### config.mk
export PLATFORM = sky130hd
export DESIGN_NAME = uc_sweep_ctrl
export DESIGN_NICKNAME = d
export VERILOG_FILES = /design/src/rtl/uc_sweep_ctrl.sv
export SDC_FILE = /design/constraint.sdc
export NUM_CORES = 1
export LEC_CHECK = 0
export ABC_AREA = 1
export CAP_MARGIN = 0
export CORE_ASPECT_RATIO = 1.2
export CORE_MARGIN = 5
export CORE_UTILIZATION = 39
export CTS_BUF_LIST = sky130_fd_sc_hd__clkbuf_4 sky130_fd_sc_hd__clkbuf_8
export CTS_CLUSTER_SIZE = 30
export DETAILED_ROUTE_END_ITERATION = 16
export GPL_TIMING_DRIVEN = 0
export HOLD_SLACK_MARGIN = 0.1
export PLACE_DENSITY = 0.72
export SETUP_SLACK_MARGIN = 0.1
export SLEW_MARGIN = 20
export SYNTH_ARGS = -nofsm -noshare
export SYNTH_HDL_FRONTEND = slang
export SYNTH_SLANG_ARGS = --single-unit
### constraint.sdc
create_clock -name sys_clk -period 7 [get_ports sys_clk]
set_clock_uncertainty 0.05 [all_clocks]
set_input_delay 1.4 -clock sys_clk [delete_from_list [all_inputs] [get_ports sys_clk]]
set_output_delay 1.4 -clock sys_clk [all_outputs]
set_load 0.1 [all_outputs]
### src/rtl/uc_sweep_ctrl.sv
// rtl/uc_sweep_ctrl.sv - frequency-sweep scheduler: steps phase increment, settles, averages magnitude, emits one result per point
module uc_sweep_ctrl #(
    parameter int PW       = 19,
    parameter int MAG_W    = 16,
    parameter int PH_W     = 25,
    parameter int NPTS_W   = 10,
    parameter int SETTLE_W = 16,
    parameter int AVG_MAX  = 4
) (
    input  logic                       sys_clk,
    input  logic                       rst,
    input  logic                       start,
    input  logic                       abort,
    input  logic [PW-1:0]              f_start,
    input  logic [PW-1:0]              f_step,
    input  logic [NPTS_W-1:0]          n_points,
    input  logic [SETTLE_W-1:0]        settle_samples,
    input  logic [2:0]                 avg_log2,
    input  logic                       ce_down,
    input  logic signed [MAG_W-1:0]    magnitude,
    input  logic signed [PH_W-1:0]     phase,
    output logic [PW-1:0]              phase_inc_down,
    output logic                       res_valid,
    input  logic                       res_ready,
    output logic [NPTS_W-1:0]          res_index,
    output logic signed [MAG_W-1:0]    res_mag,
    output logic signed [PH_W-1:0]     res_phase,
    output logic                       busy,
    output logic                       done
);
    localparam int ACC_W = MAG_W + AVG_MAX;
    localparam int CNT_W = AVG_MAX + 1;

    typedef enum logic [2:0] {S_IDLE, S_SETTLE, S_ACQ, S_EMIT, S_STEP} state_t;

    state_t                    state_q, state_d;
    logic [PW-1:0]             pinc_q, pinc_d, step_q, step_d;
    logic [NPTS_W-1:0]         npts_q, npts_d, index_q, index_d, res_index_q, res_index_d;
    logic [SETTLE_W-1:0]       settle_q, settle_d, scnt_q, scnt_d;
    logic [2:0]                avg_q, avg_d;
    logic [CNT_W-1:0]          acnt_q, acnt_d, acq_target;
    logic signed [ACC_W-1:0]   acc_q, acc_d;
    logic signed [MAG_W-1:0]   res_mag_q, res_mag_d;
    logic signed [PH_W-1:0]    res_phase_q, res_phase_d;
    logic                      res_valid_q, res_valid_d, done_q, done_d;
    logic                      go_acq;

    assign acq_target = CNT_W'(1) << avg_q;

    always_comb begin
        state_d     = state_q;
        pinc_d      = pinc_q;
        step_d      = step_q;
        npts_d      = npts_q;
        index_d     = index_q;
        res_index_d = res_index_q;
        settle_d    = settle_q;
        scnt_d      = scnt_q;
        avg_d       = avg_q;
        acnt_d      = acnt_q;
        acc_d       = acc_q;
        res_mag_d   = res_mag_q;
        res_phase_d = res_phase_q;
        res_valid_d = res_valid_q;
        done_d      = 1'b0;
        go_acq      = 1'b0;

        case (state_q)
            S_IDLE: begin
                if (start && !abort) begin
                    step_d   = f_step;
                    npts_d   = n_points;
                    settle_d = settle_samples;
                    avg_d    = (avg_log2 > 3'(AVG_MAX)) ? 3'(AVG_MAX) : avg_log2;
                    if (n_points == '0) begin
                        done_d = 1'b1;
                    end else begin
                        pinc_d  = f_start;
                        index_d = '0;
                        scnt_d  = '0;
                        state_d = S_SETTLE;
                    end
                end
            end
            S_SETTLE: begin
                if (settle_q == '0) begin
                    go_acq = 1'b1;
                end else if (ce_down) begin
                    if (scnt_q + SETTLE_W'(1) == settle_q) go_acq = 1'b1;
                    else scnt_d = scnt_q + SETTLE_W'(1);
                end
                if (go_acq) begin
                    state_d = S_ACQ;
                    acc_d   = '0;
                    acnt_d  = '0;
                end
            end
            S_ACQ: begin
                // Full count is checked first so a strobe in the finishing cycle is dropped.
                if (acnt_q == acq_target) begin
                    res_mag_d   = MAG_W'(acc_q >>> avg_q);
                    res_index_d = index_q;
                    res_valid_d = 1'b1;
                    state_d     = S_EMIT;
                end else if (ce_down) begin
                    acc_d       = acc_q + ACC_W'(magnitude);
                    res_phase_d = phase;
                    acnt_d      = acnt_q + CNT_W'(1);
                end
            end
            S_EMIT: begin
                if (res_valid_q && res_ready) begin
                    res_valid_d = 1'b0;
                    if (index_q == npts_q - NPTS_W'(1)) begin
                        state_d = S_IDLE;
                        done_d  = 1'b1;
                    end else begin
                        state_d = S_STEP;
                    end
                end
            end
            S_STEP: begin
                pinc_d  = pinc_q + step_q;
                index_d = index_q + NPTS_W'(1);
                scnt_d  = '0;
                state_d = S_SETTLE;
            end
            default: state_d = S_IDLE;
        endcase

        if (abort && state_q != S_IDLE) begin
            state_d     = S_IDLE;
            res_valid_d = 1'b0;
            done_d      = 1'b0;
            pinc_d      = pinc_q;
        end
    end

    always_ff @(posedge sys_clk or posedge rst) begin
        if (rst) begin
            state_q     <= S_IDLE;
            pinc_q      <= '0;
            step_q      <= '0;
            npts_q      <= '0;
            index_q     <= '0;
            res_index_q <= '0;
            settle_q    <= '0;
            scnt_q      <= '0;
            avg_q       <= '0;
            acnt_q      <= '0;
            acc_q       <= '0;
            res_mag_q   <= '0;
            res_phase_q <= '0;
            res_valid_q <= 1'b0;
            done_q      <= 1'b0;
        end else begin
            state_q     <= state_d;
            pinc_q      <= pinc_d;
            step_q      <= step_d;
            npts_q      <= npts_d;
            index_q     <= index_d;
            res_index_q <= res_index_d;
            settle_q    <= settle_d;
            scnt_q      <= scnt_d;
            avg_q       <= avg_d;
            acnt_q      <= acnt_d;
            acc_q       <= acc_d;
            res_mag_q   <= res_mag_d;
            res_phase_q <= res_phase_d;
            res_valid_q <= res_valid_d;
            done_q      <= done_d;
        end
    end

    assign phase_inc_down = pinc_q;
    assign res_valid      = res_valid_q;
    assign res_index      = res_index_q;
    assign res_mag        = res_mag_q;
    assign res_phase      = res_phase_q;
    assign busy           = (state_q != S_IDLE);
    assign done           = done_q;
endmodule

==> run summary, run 1 <==
• clock sink total: 174
• post-cts hold buffer count: 0
• pin count of the biggest net entering global routing: 99
• number of buffers created by CTS: 17
• total die area: 0.0307 mm²
• count of state elements after synthesis: 174
• First-pass DRT Iterations: 6
• total global routing overflow: 0
• tightest slew margin relative to the limit: 26.9%
• I/O Pins: 187
• post-CTS clock slew at the launch and capture registers of the worst setup and hold paths: 90 ps
• synthesized area per cell: 7.43 µm²
• P per Cell Area: 499 mW/mm²
• CP Cell Sequence: nor2_1, inv_1, nor2_1, inv_1, clkdlybuf4s50_1
• DR vias/cell: 5.14
• Critical Path Start Type: flop
• RSZ-0062 raised after global routing: no
• number of nets still failing antenna checks after routing: 0
• die width: 161 µm
• crit path max fanout: 4
• crit path from: state_q[0]$_DFFE_PP0P_
• vias in the first global route: 9,985
• area of the mapped netlist: 0.0106 mm²
• sequential-to-total area share from yosys stat: 40.9%
• final total negative setup slack: 0 ps
• final worst path period share: 54.6%
• Placer Congestion: 0.917
• post-route standard cell area excluding fillers: 0.0134 mm²
• CP peak stage delay: 1150 ps
• Setup Viol. Count Final: 0
• worst min-delay path category: reg2reg
• number of buffers added for setup after CTS: 0
• fin nets: 1,794
• starting DRC count in detailed routing: 544
• CTS tree: done
• core box area: 0.0270 mm²
• DPL Wire Length: 25.1 mm
• commonest non-fill, non-tap cell in the layout: sky130_fd_sc_hd__nand2_1
• number of antenna violations at the first check in global routing: 0
• vias after detailed routing: 10,200
• terminus of the critical flop-to-flop path: phase_inc_down[10]$_DFFE_PP0P_
• buffer and inverter count on the worst path: 3
• run status: finished, final reports clean
• met1 usage in global routing: 25.4%
• post-cts gate resize count: 0
• final hold slack: 434 ps
• Ys Warns: 0
• Max-Cap Viols: 0
• worst r2r src: phase_inc_down[0]$_DFFE_PP0P_
• number of levels in the clock H-tree: 4
• worst IR drop on VDD: 0.000339 V
• transition time of the tightest slew-check pin: 1090 ps
• antenna diode count: 0
• first-pass GRT wire length: 51.6 mm
• Final Hold Violating Endpoints: 0
• Net Count, Synth: 1,588
• instance area after placement: 0.0130 mm²
• port bufs: 186
• Die Ht: 191 µm
• Synth Flop Type: sky130_fd_sc_hd__dfrtp_1
• Layout fillers: 2,614
• clock period minus final worst setup slack: 3830 ps
• DRC: 0
• most frequent cells in the layout: sky130_fd_sc_hd__nand2_1, sky130_fd_sc_hd__clkdlybuf4s50_1, sky130_fd_sc_hd__dfrtp_1
• share of final-layout standard cells stronger than drive strength 1: 4.92%
• Post-Synthesis Cells: 1,431
• leakage power of the design: 6.20 nW
• FP Rows: 66
• clock latency at the later pin of the worst-skew pair: 470 ps
• initial standard-cell utilization of the core: 39.4%
• share of flip-flops with an asynchronous set or reset: 100%
• end of the critical path: busy
• number of buffers on the longest clock path: 2
• grt peak-use layer: met2
• total wire length after detailed routing: 31.8 mm
• number of cells on the worst reg-to-reg path: 12
• growth of design area from synthesis to finish: 25.8%
• global-route met2 utilization: 37.2%
• instance count on the critical path: 5
• number of pins with negative max-slew slack in the final report: 0
• wire length per cell: 16.0 µm
• critical setup path kind: reg2out
• Max Fclk: 261 MHz
• arrival time at the worst endpoint: 2380 ps
• met3 demand-to-capacity share in global routing: 4.43%
• library cell used as clock root buffer: sky130_fd_sc_hd__clkbuf_8
• number of synthesized flops with an enable pin: 0
• GRT Resource Usage Total: 20.8%
• cell family with the largest share of critical-path delay: buffers and inverters
• master of the slowest instance on the critical path: sky130_fd_sc_hd__clkdlybuf4s50_1
• Register-to-Register Setup Slack: 4300 ps
• data required time at the worst endpoint: 5550 ps
• number of distinct library cells after synthesis: 46
• hold path start: res_phase[15]$_DFFE_PP0P_
• CP Capture Type: output port
-- flip-flops by register name, indices dropped and copies added (netlist names) --
register and count:
avg_q 3, phase_inc_down 19, acc_q 20, settle_q 16
npts_q 10, acnt_q 5, res_phase 25, res_valid 1
res_mag 16, done 1, res_index 10, state_q 3
scnt_q 16, step_q 19, index_q 10
-- worst min-delay path, delay by kind of cell, from the launching register on --
| family | cells | cell delay [ps] |
|---|---|---|
| DFF | 1 | 350 |
| and+or+nand+nor | 2 | 100 |
-- metal layers --
metal | wire length [µm] | vias to the layer above
met5 | 0 | -
met1 | 13200 | 4788
met2 | 16000 | 284
met4 | 641 | 0
li1 | - | 5104
met3 | 1990 | 37
-- power breakdown --
part	internal (mW)	switching, mW
Clock	0.404	0.381
Combinational	1.21	2.99
Sequential	1.39	0.306
-- Yosys cell counts (2+ instances only) --
cell,instances,area share [%]
sky130_fd_sc_hd__nor2_2,5,0.29
sky130_fd_sc_hd__ha_1,41,4.8
sky130_fd_sc_hd__xnor2_1,22,1.8
sky130_fd_sc_hd__mux2_2,8,0.85
sky130_fd_sc_hd__clkinv_1,3,0.11
sky130_fd_sc_hd__nor2_1,106,3.7
sky130_fd_sc_hd__buf_2,12,0.56
sky130_fd_sc_hd__a21oi_1,54,2.5
sky130_fd_sc_hd__o31ai_1,3,0.21
sky130_fd_sc_hd__fa_1,2,0.38
sky130_fd_sc_hd__nand3_1,83,3.9
sky130_fd_sc_hd__nor3_1,16,0.75
sky130_fd_sc_hd__o21ai_2,3,0.25
sky130_fd_sc_hd__o22ai_1,3,0.18
sky130_fd_sc_hd__inv_1,105,3.7
sky130_fd_sc_hd__o21ai_0,122,5.7
sky130_fd_sc_hd__nor4_1,7,0.41
sky130_fd_sc_hd__or2_2,7,0.41
sky130_fd_sc_hd__buf_4,2,0.14
sky130_fd_sc_hd__o21ai_1,12,0.56
sky130_fd_sc_hd__nand4_1,21,1.2
sky130_fd_sc_hd__mux2i_1,4,0.38
sky130_fd_sc_hd__o21a_1,20,1.4
sky130_fd_sc_hd__o211ai_1,15,1.1
sky130_fd_sc_hd__buf_6,3,0.32
sky130_fd_sc_hd__nand2_4,2,0.21
sky130_fd_sc_hd__xor2_1,33,2.7
sky130_fd_sc_hd__nand2_1,483,17
sky130_fd_sc_hd__nand3b_1,3,0.21
sky130_fd_sc_hd__a211oi_1,2,0.14
sky130_fd_sc_hd__a21o_1,2,0.14
sky130_fd_sc_hd__a21boi_0,3,0.21
sky130_fd_sc_hd__o21bai_1,4,0.28
sky130_fd_sc_hd__and2_1,2,0.12
sky130_fd_sc_hd__nand2_2,4,0.24
sky130_fd_sc_hd__dfrtp_1,174,41
sky130_fd_sc_hd__clkbuf_1,28,0.99
sky130_fd_sc_hd__o221ai_1,2,0.16
sky130_fd_sc_hd__or2_1,2,0.12
sky130_fd_sc_hd__a22oi_1,2,0.14
-- worst min path at each step --
stage                                end  slack (ps)  cells past startpoint
2_1_floorplan      step_q[0]$_DFFE_PP0P_         400                      2
3_3_place_gp   res_phase[16]$_DFFE_PP0P_         410                      2
3_5_place_dp   res_phase[11]$_DFFE_PP0P_         410                      2
4_1_cts        res_phase[11]$_DFFE_PP0P_         440                      2
5_1_grt         res_index[0]$_DFFE_PP0P_         460                      1
6_report       res_phase[15]$_DFFE_PP0P_         430                      2
-- layout make-up --
cell class	instances	area, µm²	area share [%]
plain buffers	46	218	1.63
multi-input cells	1102	5650	42.2
well taps	340	425	3.18
clock inverters	10	163	1.22
inverters	109	417	3.11
repair buffers	187	1890	14.1
clock buffers	20	263	1.96
flip-flops and latches	174	4350	32.5
-- cells by family after synthesis --
kind of cell,synth area share (%)
flops,40.9
xor+xnor,4.74
buf+inv,5.89
mux,1.22
simple gates,29.0
compound gates,13.0
fa+ha+maj,5.20
-- metrics by stage --
stage	setup slack (ps)	power, mW	instances	utilization (%)
2_1_floorplan	833	4.82	1431	-
3_3_place_gp	-1640	5.85	1957	47.9
3_5_place_dp	2750	5.91	1958	48.0
4_1_cts	3140	6.72	1988	49.6
5_1_grt	2960	7.16	1988	49.6
6_report	3170	6.68	1988	49.6
Note: power is estimated with default switching activity, not from simulation.
==> run 2, diff against run 1 <==
--- a/config.mk
+++ b/config.mk
@@ -15,7 +15,7 @@
 export DETAILED_ROUTE_END_ITERATION = 16
 export GPL_TIMING_DRIVEN = 0
 export HOLD_SLACK_MARGIN = 0.1
-export PLACE_DENSITY = 0.72
+export PLACE_DENSITY = 0.74
 export SETUP_SLACK_MARGIN = 0.1
 export SLEW_MARGIN = 20
 export SYNTH_ARGS = -nofsm -noshare
==> constraint.sdc (replaced) <==
create_clock -name sys_clk -period 3.5 [get_ports sys_clk]
set_clock_uncertainty 0.05 [all_clocks]
set_input_delay 0.7 -clock sys_clk [delete_from_list [all_inputs] [get_ports sys_clk]]
set_output_delay 0.7 -clock sys_clk [all_outputs]
set_load 0.1 [all_outputs]
==> run 2 against run 1 <==
Final area is 0.60% higher. Via count is 1.5% higher. Highest routed layer unchanged. Sequential cell count stayed put. Power is 99% higher. Combinational power is 100% higher. Critical endpoint unchanged. Largest power group unchanged.
==> run summary, run 2 (synthesized netlist as in run 1, its figures left out) <==
• run status: finished, final reports clean
• number of buffers created by CTS: 17, unchanged
• number of buffers added for setup after CTS: 0, unchanged
• leakage power of the design: 6.23 nW, +0.51%
• clock sink total: 174, unchanged
• most frequent cells in the layout: sky130_fd_sc_hd__nand2_1, sky130_fd_sc_hd__clkdlybuf4s50_1, sky130_fd_sc_hd__dfrtp_1
• total wire length after detailed routing: 32.3 mm, +1.5%
• Max-Cap Viols: 0, unchanged
• initial standard-cell utilization of the core: 39.4%, unchanged
• number of buffers on the longest clock path: 2, unchanged
• internal power component: 5.91 mW, +96%
• I/O Pins: 187, unchanged
• Placer Congestion: 0.956, +4.3%
• crit path max fanout: 4, unchanged
• CTS tree: done
• worst IR drop on VDD: 0.000679 V, +100%
• core box area: 0.0270 mm², unchanged
• fin nets: 1,799, +0.28%
• first-pass GRT wire length: 52.6 mm, +1.9%
• number of pins with negative max-slew slack in the final report: 0, unchanged
• number of antenna violations at the first check in global routing: 0, unchanged
• library cell used as clock root buffer: sky130_fd_sc_hd__clkbuf_8
• First-pass DRT Iterations: 5, -1
• Final Hold Violating Endpoints: 0, unchanged
• Die Ht: 191 µm, unchanged
• share of final-layout standard cells stronger than drive strength 1: 5.32%, +0.40 points
• number of nets still failing antenna checks after routing: 0, unchanged
• Setup Viol. Count Final: 0, unchanged
• starting DRC count in detailed routing: 490, -9.9%
• arrival time at the worst endpoint: 2420 ps, +40 ps
• clock latency at the later pin of the worst-skew pair: 480 ps, about the same
• DR vias/cell: 5.19, +1.1%
• cell family with the largest share of critical-path delay: buffers and inverters
• post-route standard cell area excluding fillers: 0.0135 mm², +0.60%
• total die area: 0.0307 mm², unchanged
• DPL Wire Length: 25.8 mm, +2.8%
• number of levels in the clock H-tree: 4, unchanged
• vias in the first global route: 10,500, +4.7%
• P per Cell Area: 989 mW/mm², +98%
• post-CTS clock slew at the launch and capture registers of the worst setup and hold paths: 100 ps, about the same
• CP peak stage delay: 1150 ps, about the same
• fraction of power consumed by combinational cells: 63.4%, +0.6 points
• DRC: 0, unchanged
• antenna diode count: 0, unchanged
• clock period minus final worst setup slack: 3170 ps
• CP Cell Sequence: nor2_1, inv_1, nor2_1, inv_1, clkdlybuf4s50_1
• power consumption: 13.3 mW, +99%
• Max Fclk: 315 MHz
• final total negative setup slack: 0 ps, unchanged
• flip-flop count of the largest register, all copies and words added: 25, unchanged
• Critical Path Start Type: flop
• tightest slew margin relative to the limit: 27.3%, +0.45 points
• vias after detailed routing: 10,400, +1.5%
• CP Capture Type: output port
• FP Rows: 66, unchanged
• transition time of the tightest slew-check pin: 1090 ps, -6.74 ps
• post-cts hold buffer count: 0, unchanged
• Post-Route Utilization: 49.9%, +0.30 points
• die width: 161 µm, unchanged
• port bufs: 186, unchanged
• final worst path period share: 90.7%
• worst min-delay path category: reg2reg
• RSZ-0062 raised after global routing: no
• total global routing overflow: 0, unchanged
• master of the slowest instance on the critical path: sky130_fd_sc_hd__clkdlybuf4s50_1
• GRT Resource Usage Total: 21.3%, +0.46 points
• fraction of power spent switching nets: 55.6%, +0.64 points
• wire length per cell: 16.2 µm, +1.1%
• data required time at the worst endpoint: 2750 ps, -2800 ps
• instance area after placement: 0.0131 mm², +0.80%
• post-cts gate resize count: 0, unchanged
• critical setup path kind: reg2out
• register share of total power: 25.5%, about the same
• buffer and inverter count on the worst path: 3, unchanged
• sw power: 7.40 mW, +100%
• pin count of the biggest net entering global routing: 33, -67%
• share of total power in the clock network: 11.1%, -0.6 points
• growth of design area from synthesis to finish: 26.6%
• commonest non-fill, non-tap cell in the layout: sky130_fd_sc_hd__nand2_1
==> run 2: changes by cell type in the layout (fill, tap and decap cells not counted) <==
cell / change
sky130_fd_sc_hd__clkbuf_8: +1
sky130_fd_sc_hd__bufinv_16: -2
sky130_fd_sc_hd__buf_16: +1
sky130_fd_sc_hd__inv_6: +2
sky130_fd_sc_hd__clkinv_2: +1
sky130_fd_sc_hd__clkinvlp_4: +2
sky130_fd_sc_hd__clkbuf_4: -1
sky130_fd_sc_hd__inv_8: -1
sky130_fd_sc_hd__buf_12: +4
==> run 2: final timing paths <==
check                      slack [ps]  cells past startpoint                     start                             end
hold reg to reg                   430                      2  res_phase[2]$_DFFE_PP0P_        res_phase[2]$_DFFE_PP0P_
max in group asynchronous        1720                      5                       rst        res_index[9]$_DFFE_PP0P_
setup / recovery                  330                      5    state_q[0]$_DFFE_PP0P_                            busy
setup reg to reg                  790                      7    state_q[0]$_DFFE_PP0P_  phase_inc_down[13]$_DFFE_PP0P_
hold / removal                    430                      2  res_phase[2]$_DFFE_PP0P_        res_phase[2]$_DFFE_PP0P_
min in group asynchronous         640                      2                       rst   phase_inc_down[2]$_DFFE_PP0P_
==> run 2: worst register-to-register path, stage by stage, from the launching register on <==
cell and delay [ps]:
sky130_fd_sc_hd__dfrtp_1 420, sky130_fd_sc_hd__nor2_1 130, sky130_fd_sc_hd__inv_1 100, sky130_fd_sc_hd__nor2_1 670, sky130_fd_sc_hd__clkinv_1 530, sky130_fd_sc_hd__clkbuf_1 380, sky130_fd_sc_hd__nor2_1 220, sky130_fd_sc_hd__o21ai_0 90
==> run 2: area by class of cell <==
type                            count  area (µm²)
Buffer                             46         218
Clock buffer                       20         269
Clock inverter                     12         133
Fill cell                        2625       13500
Inverter                          109         413
Multi-Input combinational cell   1102        5650
Sequential cell                   174        4350
Tap cell                          340         425
Timing Repair Buffer              192        2000
==> run 2: routing by layer <==
layer | vias up | part of all wire, % | wire (µm) | global-route usage (%)
met3 | 67 | 6.5 | 2110 | 5.32
met5 | - | 0 | 0 | 0
met1 | 4870 | 40 | 13000 | 24.9
li1 | 5112 | - | - | -
met4 | 0 | 3.7 | 1180 | 9.03
met2 | 314 | 49 | 16000 | 37.2
==> run 2: stage by stage <==
| stage | worst slack, ps | instances | hold slack [ps] |
|---|---|---|---|
| floorplan | 525 | 1431 | 396 |
| global placement | -1020 | 1957 | 412 |
| detailed placement | -107 | 1963 | 414 |
| CTS | 303 | 1995 | 441 |
| global route | 207 | 1995 | 462 |
| finish | 326 | 1995 | 434 |
==> run 2: power by group through the flow <==
| stage | clock (mW) | sequential [mW] | combinational [mW] |
|---|---|---|---|
| floorplan | 0 | 5.93 | 3.70 |
| global route | 1.60 | 3.50 | 9.14 |
| CTS | 1.52 | 3.40 | 8.45 |
| finish | 1.48 | 3.40 | 8.43 |
| detailed placement | 0 | 3.42 | 8.43 |
| global placement | 0 | 3.40 | 8.30 |
